## src/rtl/load_store_unit.sv

```systemverilog
// Memory-stage load/store bridge to a word-organised RAM: word-only RAM accesses,
// read-modify-write for sub-word stores, lane extraction with sign/zero extension.

module lsu_merge_lane (
  input  logic       be,
  input  logic [7:0] wrByte,
  input  logic [7:0] rdByte,
  output logic [7:0] merged
);
  assign merged = be ? wrByte : rdByte;
endmodule

module load_store_unit #(
  parameter int DWIDTH = 32,
  parameter int AWIDTH = 32
) (
  input  logic              clk,
  input  logic              rst_n,
  input  logic              req_valid,
  output logic              req_ready,
  input  logic              req_we,
  input  logic [1:0]        req_size,
  input  logic              req_unsigned,
  input  logic [AWIDTH-1:0] req_addr,
  input  logic [DWIDTH-1:0] req_wdata,
  output logic              resp_valid,
  output logic [DWIDTH-1:0] resp_rdata,
  output logic              resp_err,
  output logic [AWIDTH-1:0] mem_addr,
  output logic [DWIDTH-1:0] mem_wr_data,
  input  logic [DWIDTH-1:0] mem_rd_data,
  output logic              mem_rdEn,
  output logic              mem_wrEn,
  output logic              mem_isByte,
  output logic              mem_isHalf,
  output logic              mem_isWord
);
  localparam int NUM_LANES = DWIDTH / 8;

  typedef enum logic [2:0] {IDLE, RD, WAIT, WR, RESP} state_t;

  state_t state, nextState;

  logic                 rWe, rUns;
  logic [1:0]           rSize, rOff;
  logic [DWIDTH-1:0]    rWdata;
  logic                 accept, reqErr, isStoreWord;
  logic [NUM_LANES-1:0] byteEn;
  logic [DWIDTH-1:0]    wShift, mergedWord, loadData;
  logic [7:0]           rdByte;
  logic [15:0]          rdHalf;

  assign mem_isByte = 1'b0;
  assign mem_isHalf = 1'b0;
  assign mem_isWord = 1'b1;

  assign accept      = req_valid && req_ready;
  assign reqErr      = (req_size == 2'b11) ||
                       (req_size == 2'b01 && req_addr[0]) ||
                       (req_size == 2'b10 && req_addr[1:0] != 2'b00);
  assign isStoreWord = req_we && (req_size == 2'b10);

  // state register
  always_ff @(posedge clk or negedge rst_n)
    if (!rst_n) state <= IDLE;
    else        state <= nextState;

  // next state
  always_comb begin
    nextState = state;
    case (state)
      IDLE: if (accept) nextState = reqErr ? RESP : (isStoreWord ? WR : RD);
      RD:   nextState = WAIT;
      WAIT: nextState = rWe ? WR : RESP;
      WR:   nextState = RESP;
      RESP: nextState = IDLE;
      default: nextState = IDLE;
    endcase
  end

  // Moore outputs
  always_comb begin
    req_ready  = 1'b0;
    resp_valid = 1'b0;
    mem_rdEn   = 1'b0;
    mem_wrEn   = 1'b0;
    case (state)
      IDLE: req_ready  = 1'b1;
      RD:   mem_rdEn   = 1'b1;
      WR:   mem_wrEn   = 1'b1;
      RESP: resp_valid = 1'b1;
      default: ;
    endcase
  end

  // Halves are aligned here, so a byte-granular shift places both sizes correctly.
  assign byteEn = (rSize == 2'b00) ? (NUM_LANES'(1) << rOff) : (NUM_LANES'(3) << rOff);
  assign wShift = rWdata << {rOff, 3'b000};

  for (genvar k = 0; k < NUM_LANES; k++) begin : gLane
    lsu_merge_lane uLane (
      .be     (byteEn[k]),
      .wrByte (wShift[8*k +: 8]),
      .rdByte (mem_rd_data[8*k +: 8]),
      .merged (mergedWord[8*k +: 8])
    );
  end

  assign rdByte = mem_rd_data[{rOff, 3'b000} +: 8];
  assign rdHalf = mem_rd_data[{rOff[1], 4'b0000} +: 16];

  always_comb begin
    case (rSize)
      2'b00:   loadData = {{(DWIDTH-8){~rUns & rdByte[7]}}, rdByte};
      2'b01:   loadData = {{(DWIDTH-16){~rUns & rdHalf[15]}}, rdHalf};
      default: loadData = mem_rd_data;
    endcase
  end

  // datapath; errors leave mem_addr/mem_wr_data untouched
  always_ff @(posedge clk or negedge rst_n) begin
    if (!rst_n) begin
      rWe         <= 1'b0;
      rUns        <= 1'b0;
      rSize       <= 2'b00;
      rOff        <= 2'b00;
      rWdata      <= '0;
      resp_rdata  <= '0;
      resp_err    <= 1'b0;
      mem_addr    <= '0;
      mem_wr_data <= '0;
    end else if (accept) begin
      rWe        <= req_we;
      rUns       <= req_unsigned;
      rSize      <= req_size;
      rOff       <= req_addr[1:0];
      rWdata     <= req_wdata;
      resp_err   <= reqErr;
      resp_rdata <= '0;
      if (!reqErr) begin
        mem_addr <= {req_addr[AWIDTH-1:2], 2'b00};
        if (isStoreWord) mem_wr_data <= req_wdata;
      end
    end else if (state == WAIT) begin
      if (rWe) mem_wr_data <= mergedWord;
      else     resp_rdata  <= loadData;
    end
  end
endmodule

```

## config.mk

```make
export PLATFORM = sky130hd
export DESIGN_NAME = load_store_unit
export DESIGN_NICKNAME = d
export VERILOG_FILES = /design/src/rtl/load_store_unit.sv
export SDC_FILE = /design/constraint.sdc
export NUM_CORES = 1
export LEC_CHECK = 0
export CORE_ASPECT_RATIO = 2
export CORE_MARGIN = 2
export CORE_UTILIZATION = 49
export DETAILED_ROUTE_END_ITERATION = 8
export HOLD_SLACK_MARGIN = 0.03
export PLACE_DENSITY_LB_ADDON = 0.1
export SYNTH_ARGS = -nofsm -noshare
export SYNTH_HDL_FRONTEND = slang
export SYNTH_SLANG_ARGS = --single-unit
```

## constraint.sdc

```tcl
create_clock -name clk -period 5.35 [get_ports clk]
set_clock_uncertainty 0.1 [all_clocks]
set_input_delay 1.605 -clock clk [delete_from_list [all_inputs] [get_ports clk]]
set_output_delay 1.605 -clock clk [all_outputs]
set_load 0.05 [all_outputs]
```

==> out/qor.txt <==
Register Area = 0.00300 sq mm
CP Launch Type = flop
Critical path data arrival time = 2200 ps
Num CTS Buffers = 17
Pwr dens = 739 mW/mm^2
WHS Endpoint = mem_wr_data[7]
Initial Util = 50.0%
VDD IR max = 0.000448 V
Detail Placement HPWL = 14,000 um
Worst path required time = 3650 ps
PortBufs = 201
Max-slew headroom = 21.8%
# setup viols final = 0
WL per Instance = 20.7 um
Async SR Flop Fraction = 100%
Top FF cell, synth = dfrtp_1
Final ANT Viol Nets = 0
Ratio of final minimum period to clock period = 73.0%
Gr usage total = 29.3%
Synthesis Warnings = 0
Post-cts sizing count = 0
Initial antenna violation count = 0
Crit Path Category = flop to primary output
Critical R2R Launch = rOff[0]
DRC violations left = 0
Design internal power = 3340 uW
Clock share of power = 18.6%
Layout Nets = 865
Final worst slack = 1440 ps
Clock Latency Late Sink = 420 ps
Mapped Area = 0.00607 sq mm
N_diodes = 0
Global-route wire length before repair = 29,400 um
Post-synth EDFFs = 0
Worst path max stage delay = 880 ps
Synthesized instance count = 586
Maximum level of the CTS H-tree = 4
Root Driver = clkbuf_16
Vias in the first global route = 5,584
Sw frac = 48.0%
CTS Buffer Depth = 2
Fin. Hold Viols = 0
Max frequency = 256 MHz
Worst path slowest cell = clkdlybuf4s50_1
Fin. max-slew vios = 0
RSZ-0062 raised after global routing = false
WHS = 394 ps
Psw = 3090 uW
Leak pwr = 0.00367 uW
Critical path peak fanout = 10
Setup TNS = 0 ps
Die area = 0.0133 sq mm
R2R cell count = 4
Min-Delay Path Class = flop to flop
Post-CTS Hold Buffers = 0
Die Height = 161 um
Drt total wl = 19,100 um
WHS Path Cells = 1
Synthesis-stage register bit count = 120
Final worst path period need = 3910 ps
Gate power share = 55.9%
Drt first pass iters = 5
Worst R2R Setup Slack = 2660 ps
Slew of the pin with the lowest slew margin = 1170 ps
Register area share after synthesis = 49.5%
Count of standard-cell rows = 57
Netlist cell types = 48
Total gr overflow = 0
Dpl ws = 1190 ps
CTS sink cnt = 120
Outcome = finished clean
Area grow syn2layout = 43.4%
Vias = 5,602
Critical path, cell by cell = nor3_1 > clkdlybuf4s50_1
Reg2Reg Capture Point = resp_rdata[30]
Placed Area = 0.00808 sq mm
Syn_area_per_cell = 10.4 sq um
Via/cell ratio = 6.08
Post-layout power = 6430 uW
GPL Wtd Cong = 0.892
Postcts setup bufs = 0
Post-route cell area = 0.00870 sq mm
Initial DRC count = 333
Critical Path End Type = primary output
Die width = 82.7 um
Max-cap violations = 0
Part of the power in registers = 25.5%
Largest net degree at the start of global routing = 81
Hold Startpoint = mem_wr_data[7]
Clock Pin Slew Worst Setup and Hold Paths = 60 ps
Fillcell total = 914
Multi-input gate area in the final layout = 0.00278 sq mm
Fraction of layout cells with a size suffix above 1 = 12.3%
# IOs = 207
Core area = 0.0121 sq mm
CTS tree = done
==> synth_stat cells (7+ instances only) <==
master | n | area [sq um]
nor3_1 | 10 | 50.1
a21oi_1 | 40 | 200
mux2i_1 | 24 | 240
nor4_1 | 9 | 56.3
a21o_1 | 7 | 52.6
mux2_2 | 42 | 473
nor2_1 | 7 | 26.3
o32a_1 | 8 | 80.1
nand2_1 | 94 | 353
dfrtp_1 | 120 | 3000
buf_4 | 7 | 52.6
o21ai_0 | 21 | 105
nand3b_1 | 7 | 52.6
a2bb2oi_1 | 7 | 61.3
a221o_1 | 18 | 180
buf_2 | 17 | 85.1
nand2b_1 | 12 | 75.1
o211ai_1 | 8 | 60.1
a32o_1 | 7 | 70.1
clkbuf_1 | 28 | 105
a31oi_1 | 47 | 294
==> cell type report <==
type,count,share of cell area [%]
sequential,120,34.5
timing repair buffer,213,24.3
clock inverter,15,2.20
tap,147,2.11
inverter,2,0.0863
multi-input combinational,408,31.9
clock buffer,17,4.89
==> registers in the layout, indices dropped and copies added (netlist names) <==
signal	cells
mem_addr	30
mem_wr_data	32
rOff	2
rSize	2
rUns	1
rWdata	16
rWe	1
resp_err	1
resp_rdata	32
state	3
==> placed cells by master, fill, tap and decap left out, drive strengths merged, types with 2 or more instances in the layout <==
| cell type | instances |
|---|---|
| nand2b | 12 |
| dfrtp | 120 |
| nand2 | 94 |
| nand3 | 2 |
| a2bb2oi | 8 |
| a32o | 7 |
| mux2 | 46 |
| nor2b | 3 |
| o21ai | 23 |
| nor3 | 11 |
| and3b | 2 |
| mux2i | 24 |
| nor2 | 8 |
| a221o | 18 |
| inv | 9 |
| clkbuf | 17 |
| o211ai | 8 |
| clkdlybuf4s50 | 200 |
| a21oi | 40 |
| o31ai | 2 |
| buf | 13 |
| bufinv | 3 |
| a21o | 7 |
| o32a | 8 |
| clkinvlp | 2 |
| clkinv | 3 |
| conb | 5 |
| or2 | 2 |
| nor4 | 9 |
| a31oi | 47 |
| nand3b | 7 |
| and2 | 5 |
==> routing by layer <==
layer	routed length [um]	vias up	track usage (%)
met3	1390	59	6.31
met1	6760	2751	32.2
met5	0	-	0
met4	793	0	14.3
met2	10100	285	51.5
li1	-	2507	-
==> critical path, delay by kind of cell (launching register included) <==
kind / cells / cell delay, ps
AND/OR/NAND/NOR: 1 / 390
flip-flops: 1 / 520
buffers and inverters: 1 / 880
==> cells by family (layout without fill, tap and decap cells) <==
logic type	count (synthesis)	in the layout	share of synthesized area (%)
compound gates	173	173	20.2
buf+inv	61	247	4.93
flops	120	120	49.5
mux	70	70	12.5
other cells	2	5	0.124
simple gates	160	160	12.7
==> stage by stage <==
step / utilization [%] / instances
floorplan: - / 589
global placement: 66.7 / 890
detailed placement: 66.7 / 890
CTS: 71.7 / 922
global route: 71.7 / 922
finish: 71.7 / 922
==> power by group through the flow <==
stage | logic, uW | registers, uW | clock network [uW]
2_1_floorplan | 1480 | 2590 | 0
3_3_place_gp | 3510 | 1620 | 0
3_5_place_dp | 3580 | 1640 | 0
4_1_cts | 3590 | 1630 | 1210
5_1_grt | 3800 | 1690 | 1250
6_report | 3590 | 1640 | 1200
==> how the worst max path moves through the flow <==
stage	from	to	slack, ps
floorplan	state[1]	mem_rdEn	1950
global route	state[1]	req_ready	1380
finish	state[1]	req_ready	1440
global placement	req_size[0]	mem_wr_data[1]	1230
detailed placement	req_size[0]	mem_wr_data[2]	1190
CTS	state[1]	req_ready	1470
Note: power is estimated with default switching activity, not from simulation.
